**src/rtl/conv_pkg.sv**
```systemverilog
// Shared types and helpers for the streaming 2D convolution engine.
// The output-shaping rules (ReLU, then saturate or truncate) live here.
package conv_pkg;

  typedef enum logic [1:0] {IDLE, RUN, DRAIN, DONE} state_t;

  function automatic int clog2(input int n);
    int r;
    r = 0;
    while ((1 << r) < n) r++;
    return r;
  endfunction

  // Products are DW+CW wide, so K*K of them summed cannot overflow this width.
  function automatic int acc_width(input int dw, input int cw, input int k);
    return dw + cw + clog2(k * k);
  endfunction

  // ReLU first, then clamp to the signed ow-bit range. The caller keeps the low ow bits,
  // so with sat_en=0 the result is a plain truncation.
  function automatic logic signed [63:0] sat_relu(input logic signed [63:0] sum,
                                                  input int ow,
                                                  input bit sat_en,
                                                  input bit relu_en);
    logic signed [63:0] v, hi, lo;
    hi = (64'sd1 <<< (ow - 1)) - 64'sd1;
    lo = -hi - 64'sd1;
    v  = sum;
    if (relu_en && v < 0) v = '0;
    if (sat_en) begin
      if (v > hi)      v = hi;
      else if (v < lo) v = lo;
    end
    return v;
  endfunction

endpackage

```
**src/rtl/conv_line_buffer.sv**
```systemverilog
// Chain of TAPS row buffers, each DEPTH pixels deep. Tap j returns the
// pixel from exactly j+1 rows before the one currently being written.
module conv_line_buffer #(
  parameter int DEPTH = 8,
  parameter int DW    = 8,
  parameter int TAPS  = 2
) (
  input  logic                     clk,
  input  logic                     en,
  input  logic [DW-1:0]            din,
  output logic [TAPS-1:0][DW-1:0]  taps
);

  logic [DW-1:0] mem [DEPTH*TAPS];

  // NOTE: storage has no reset; its contents are never used before rows are refilled,
  // and leaving it out lets synthesis map it to plain flops or SRLs.
  always_ff @(posedge clk) begin
    if (en) begin
      mem[0] <= din;
      for (int i = 1; i < DEPTH*TAPS; i++) mem[i] <= mem[i-1];
    end
  end

  for (genvar j = 0; j < TAPS; j++) begin : g_tap
    assign taps[j] = mem[(j+1)*DEPTH-1];
  end

endmodule

```
**src/rtl/conv2d_stream.sv**
```systemverilog
// Streaming KxK "valid" 2D convolution: raster pixels in, raster results out,
// two-stage multiply/accumulate pipeline that stalls as a whole on backpressure.
module conv2d_stream
  import conv_pkg::*;
#(
  parameter int IMG_W   = 8,
  parameter int IMG_H   = 8,
  parameter int K       = 3,
  parameter int DW      = 8,
  parameter int CW      = 8,
  parameter int OW      = 16,
  parameter bit SAT_EN  = 1'b1,
  parameter bit RELU_EN = 1'b0
) (
  input  logic                        clk,
  input  logic                        reset,
  input  logic                        coeff_we,
  input  logic [clog2(K*K)-1:0]       coeff_addr,
  input  logic signed [CW-1:0]        coeff_data,
  input  logic                        start,
  input  logic                        in_valid,
  output logic                        in_ready,
  input  logic signed [DW-1:0]        in_data,
  output logic                        out_valid,
  input  logic                        out_ready,
  output logic signed [OW-1:0]        out_data,
  output logic                        busy,
  output logic                        frame_done
);

  localparam int N    = K * K;
  localparam int AIW  = clog2(N);
  localparam int PW   = DW + CW;
  localparam int AW   = acc_width(DW, CW, K);
  localparam int COLW = clog2(IMG_W);
  localparam int ROWW = clog2(IMG_H);
  localparam logic [COLW-1:0] COL_LAST = COLW'(IMG_W - 1);
  localparam logic [ROWW-1:0] ROW_LAST = ROWW'(IMG_H - 1);
  localparam logic [COLW-1:0] COL_K1   = COLW'(K - 1);
  localparam logic [ROWW-1:0] ROW_K1   = ROWW'(K - 1);

  state_t               state;
  logic [COLW-1:0]      col;
  logic [ROWW-1:0]      row;
  logic signed [CW-1:0] kernel   [N];
  logic signed [DW-1:0] win      [N];
  logic signed [DW-1:0] win_next [N];
  logic [K-2:0][DW-1:0] taps;
  logic signed [PW-1:0] prod     [N];
  logic signed [AW-1:0] sum;
  logic                 p_valid;
  logic                 adv, accept, win_ok, last_pix;

  assign adv      = !(out_valid && !out_ready);
  assign in_ready = (state == RUN) && adv;
  assign accept   = in_valid && in_ready;
  assign win_ok   = (row >= ROW_K1) && (col >= COL_K1);
  assign last_pix = (row == ROW_LAST) && (col == COL_LAST);

  conv_line_buffer #(.DEPTH(IMG_W), .DW(DW), .TAPS(K-1)) u_line_buffer (
    .clk  (clk),
    .en   (accept),
    .din  (in_data),
    .taps (taps)
  );

  // Window row 0 is the oldest image row, column K-1 the newest pixel; index is row-major
  // so it lines up with the coefficient addressing.
  // NOTE: every element is assigned on every pass, so no latch can be inferred.
  always_comb begin
    for (int r = 0; r < K; r++)
      for (int c = 0; c < K-1; c++)
        win_next[r*K+c] = win[r*K+c+1];
    for (int r = 0; r < K-1; r++)
      win_next[r*K+K-1] = taps[K-2-r];
    win_next[N-1] = in_data;
  end

  always_comb begin
    sum = '0;
    for (int i = 0; i < N; i++) sum = sum + AW'(prod[i]);
  end

  // NOTE: sequential state uses non-blocking assignments so every register samples
  // pre-edge values regardless of statement order.
  always_ff @(posedge clk) begin
    if (accept)
      for (int i = 0; i < N; i++) win[i] <= win_next[i];
  end

  // Products are taken from the next window so a result appears two cycles after its pixel.
  always_ff @(posedge clk) begin
    if (adv && accept && win_ok)
      for (int i = 0; i < N; i++) prod[i] <= PW'(win_next[i]) * PW'(kernel[i]);
  end

  always_ff @(posedge clk) begin
    if (reset) begin
      for (int i = 0; i < N; i++) kernel[i] <= '0;
    end else if (coeff_we && state == IDLE) begin
      for (int i = 0; i < N; i++)
        if (coeff_addr == AIW'(i)) kernel[i] <= coeff_data;
    end
  end

  always_ff @(posedge clk) begin
    if (reset) begin
      p_valid   <= 1'b0;
      out_valid <= 1'b0;
      out_data  <= '0;
    end else if (adv) begin
      p_valid   <= accept && win_ok;
      out_valid <= p_valid;
      if (p_valid) out_data <= OW'(sat_relu(64'(sum), OW, SAT_EN, RELU_EN));
    end
  end

  always_ff @(posedge clk) begin
    if (reset) begin
      state      <= IDLE;
      row        <= '0;
      col        <= '0;
      busy       <= 1'b0;
      frame_done <= 1'b0;
    end else begin
      frame_done <= 1'b0;
      unique case (state)
        IDLE: if (start) begin
          state <= RUN;
          row   <= '0;
          col   <= '0;
          busy  <= 1'b1;
        end
        RUN: if (accept) begin
          if (col == COL_LAST) begin
            col <= '0;
            row <= row + ROWW'(1);
          end else begin
            col <= col + COLW'(1);
          end
          if (last_pix) state <= DRAIN;
        end
        // The last pixel always completes a window, so an empty product stage means the
        // final result is in the output register or already gone.
        DRAIN: if (!p_valid && (!out_valid || out_ready)) begin
          state      <= DONE;
          busy       <= 1'b0;
          frame_done <= 1'b1;
        end
        DONE: state <= IDLE;
      endcase
    end
  end

endmodule
```
**config.mk**
```make
export PLATFORM = sky130hd
export DESIGN_NAME = conv2d_stream
export DESIGN_NICKNAME = d
export VERILOG_FILES = /design/src/rtl/conv_pkg.sv /design/src/rtl/conv_line_buffer.sv /design/src/rtl/conv2d_stream.sv
export SDC_FILE = /design/constraint.sdc
export NUM_CORES = 2
export LEC_CHECK = 0
export ABC_AREA = 1
export BUFFER_PORTS_ARGS = -buffer_cell sky130_fd_sc_hd__buf_2
export CAP_MARGIN = 0
export CORE_MARGIN = 5
export CORE_UTILIZATION = 50
export CTS_CLUSTER_SIZE = 24
export DETAILED_ROUTE_END_ITERATION = 6
export HOLD_SLACK_MARGIN = 0.06
export PLACE_DENSITY = 0.79
export SLEW_MARGIN = 20
export SYNTH_ARGS = -nofsm -noshare
export SYNTH_HDL_FRONTEND = slang
export SYNTH_SLANG_ARGS = --single-unit
export TNS_END_PERCENT = 20
```
**constraint.sdc**
```tcl
create_clock -name clk -period 7.5 [get_ports clk]
set_input_delay 0.75 -clock clk [delete_from_list [all_inputs] [get_ports clk]]
set_output_delay 0.75 -clock clk [all_outputs]
set_load 0.01 [all_outputs]
```
==> results.yml <==
synthesis:
  synthCells: 3996
  ys_seq_elements: 388
  yosys_warnings: 0
  synth_top_cell_by_area: "fa_1"
  yosys_most_used_dff: "edfxtp_1"
  synth_area_per_cell_um2: 9.77
  ys_top_cells_by_count: "inv_1, nand2_1, fa_1"
  yosysMostFrequentCell: "inv_1"
  synth_edf_count: 360
  yosysTopAreaCellShare_pct: 31.3
  synth.distinct_cells: 40
  yosys-top-cells-area: "fa_1, edfxtp_1, inv_1, ha_1, nand2_1"
  synth_area_um2: 39000
  syn-num-nets: 4920
  async_reset_ff_share_pct: 0
  seq_area_frac_synth_pct: 29.1
cts:
  cts.clk_slew.worst_paths_ns: 0.07
  h-tree-depth: 2
  cts_buffers: 46
  clkSinkCount: 388
  cts_tree: "built"
  cts_setup_buffers: 0
  clkLatencyLatePin_ns: 0.60
  holdBufCountCts: 0
  root_buffer: "clkbuf_16"
  cts_buffer_depth: 3
  postCtsResizedCells: 0
critical_path:
  cp-start-kind: "register"
  path_common_cell: "fa_1"
  critPathMaxFanout: 17
  cp_slowest_cell: "fa_1"
  arrival_ns: 5.35
  crit_required_ns: 7.97
  crit_chain: "fa_1 > inv_1 > fa_1 > fa_1 > fa_1 > inv_1 > ha_1 > a21oi_1 > o21ai_0 > a21oi_1 > nand4_2 > nand2_4 > inv_2 > nand2_2 > nand2_4 > nor2_1 > nor2_1"
  slowest_delay_ns: 0.68
  worstSetupEndpointType: "register"
  reg2reg_depth: 17
  r2r_slack_ns: 2.62
  path_class: "register to register"
placed_design:
  dp_hpwl_um: 68000
  place_area_um2: 40100
  portBuffers: 45
  dp_slack_ns: 2.69
  place_inst: 4948
  gp_congestion: 0.917
finish:
  fillerInstances: 6598
  fin_nets: 4880
  design_area_um2: 41700
  seq_area_um2: 11400
  syn_to_final_growth_pct: 6.79
  drive_above_1_share_pct: 5.86
  final_cells: 5037
  multiInputGateArea_um2: 22600
sta:
  setup_slack_ns: 2.62
  fmax_mhz: 205
  report.final.setup_viol: 0
  grt_setup_unrepaired: "no"
  maxSlewHeadroom_pct: 36.5
  final_max_slew_viol_count: 0
  period_share_pct: 65.1
  period_minus_slack_ns: 4.88
  clock_skew_ns: 0.0244
  worst_slew_pin_slew_ns: 0.952
  tns_ns: 0
  hold_viol: 0
global_routing:
  grt_pass1_vias: 26500
  gr-total-overflow: 0
  grt_max_degree: 146
  antenna_found_initial: 9
  grt_pass1_wl_um: 140000
  grtUsageTotal_pct: 21.3
pwr:
  pwr-share-comb_pct: 58.5
  internal_power_mw: 7.68
  clockPowerShare_pct: 17.0
  vdd_ir_drop_max_uv: 216
  power.density_nw_per_um2: 330
  cellLeakagePower_nw: 21.3
  switchingPower_mw: 6.06
  total_power_mw: 13.7
  swShare_pct: 44.1
  seq_power_share_pct: 24.5
route:
  vias: 25400
  via_per_inst: 5.03
  final_antenna_net_count: 0
  drt-total-wl_um: 86400
  firstDrtPassIters: 6
  drt_iter0_markers: 2328
  remaining_drc_errors: 0
  routedWlPerCell_um: 17.2
run:
  cap_violations: 0
hold_path:
  hp-class: "register to register"
  whs_path_depth: 0
floorplanning:
  initial_utilization_pct: 50.4
  dieArea_um2: 83700
  coreArea_um2: 77500
  io_pins: 46
  fp.dieW_um: 289
  die_h_um: 289
  rows: 102
outcome:
  status: "finished clean"
[flip-flops by register name, indices dropped and copies added, names as in the netlist, 2 cells and up]
name / cells
prod: 144
u_line_buffer.mem: 100
kernel: 72
out_data: 16
row: 3
col: 3
win: 44
state: 2
[logic make-up (layout without fill, tap and decap cells)]
logic type               after synthesis  count (layout)  synth area share [%]
AND/OR/NAND/NOR                      963             963                  10.2
buffers and inverters               1338            1336                  12.9
XOR/XNOR                             165             165                  3.70
adder cells (fa/ha/maj)              898             898                  40.5
AO/OA/AOI/OAI                        244             244                  3.52
flip-flops                           388             388                  29.1
other                                  0               3                     0
[metrics by stage]
step	util (%)	hold WS (ns)
2_1_floorplan	-	0.400
3_3_place_gp	51.8	0.401
3_5_place_dp	51.8	0.405
4_1_cts	53.8	0.412
5_1_grt	53.8	0.420
6_report	53.8	0.412
[power groups by stage]
| stage | registers, mW | clock network (mW) | logic [mW] |
|---|---|---|---|
| after floorplan | 3.18 | 0 | 6.30 |
| after global placement | 3.38 | 0 | 7.77 |
| after detailed placement | 3.39 | 0 | 8.00 |
| after CTS | 3.35 | 2.39 | 8.10 |
| after global routing | 3.38 | 2.48 | 9.26 |
| final | 3.36 | 2.34 | 8.04 |
[cell type report]
cell class / instances / share of cell area (%)
antenna: 3 / 0.0180
clock buffer: 60 / 3.09
clock inverter: 26 / 0.688
inverter: 1194 / 10.8
multi-input combinational: 2270 / 54.3
sequential: 388 / 27.3
tap: 1040 / 3.12
timing repair buffer: 56 / 0.769
[layout by cell type (no fill, tap or decap), drive strengths merged]
| cell | synthesis | final |
|---|---|---|
| inv | 1194 | 1204 |
| nand2 | 714 | 714 |
| fa | 610 | 610 |
| edfxtp | 360 | 360 |
| ha | 288 | 288 |
| a21oi | 136 | 136 |
| nor2 | 116 | 116 |
| xor2 | 90 | 90 |
| xnor2 | 75 | 75 |
| o21ai | 70 | 70 |
| clkbuf | 139 | 60 |
| or2 | 59 | 59 |
| buf | 5 | 56 |
| nand3 | 38 | 38 |
| dfxtp | 28 | 28 |
| nor3 | 16 | 16 |
| o2111ai | 15 | 15 |
| nand4 | 11 | 11 |
| clkinv | 0 | 9 |
| a31oi | 6 | 6 |
| o31ai | 6 | 6 |
| o21bai | 5 | 5 |
| nor4 | 4 | 4 |
| bufinv | 0 | 4 |
| diode | 0 | 3 |
| nand3b | 3 | 3 |
| clkinvlp | 0 | 3 |
| a21o | 2 | 2 |
| and2 | 1 | 1 |
| a41o | 1 | 1 |
| o221ai | 1 | 1 |
| o22ai | 1 | 1 |
| and3 | 1 | 1 |
| a211oi | 1 | 1 |
[critical path, delay by kind of cell (launching register included)]
kind / cells / cell delay (ns)
simple gates: 6 / 0.82
fa+ha+maj: 5 / 2.65
buf+inv: 3 / 0.20
compound gates: 3 / 0.56
flops: 1 / 0.52
[path summary, 6_finish.rpt]
| path | endpoint | start |
|---|---|---|
| worst max-delay path | out_data[8] | prod[0][127] |
| worst min-delay path | u_line_buffer.mem[2][24] | u_line_buffer.mem[2][16] |
| worst max register to register | out_data[8] | prod[0][127] |
| worst min register to register | u_line_buffer.mem[2][24] | u_line_buffer.mem[2][16] |
[metal layers]
| layer | track usage (%) | vias to the layer above | share of wire, % |
|---|---|---|---|
| li1 | - | 11700 | - |
| met1 | 28.6 | 12500 | 40 |
| met2 | 33.6 | 985 | 46 |
| met3 | 6.07 | 171 | 10 |
| met4 | 7.42 | 2 | 3.7 |
| met5 | 0 | - | 0.016 |
Power figures use the tool's default switching activity.
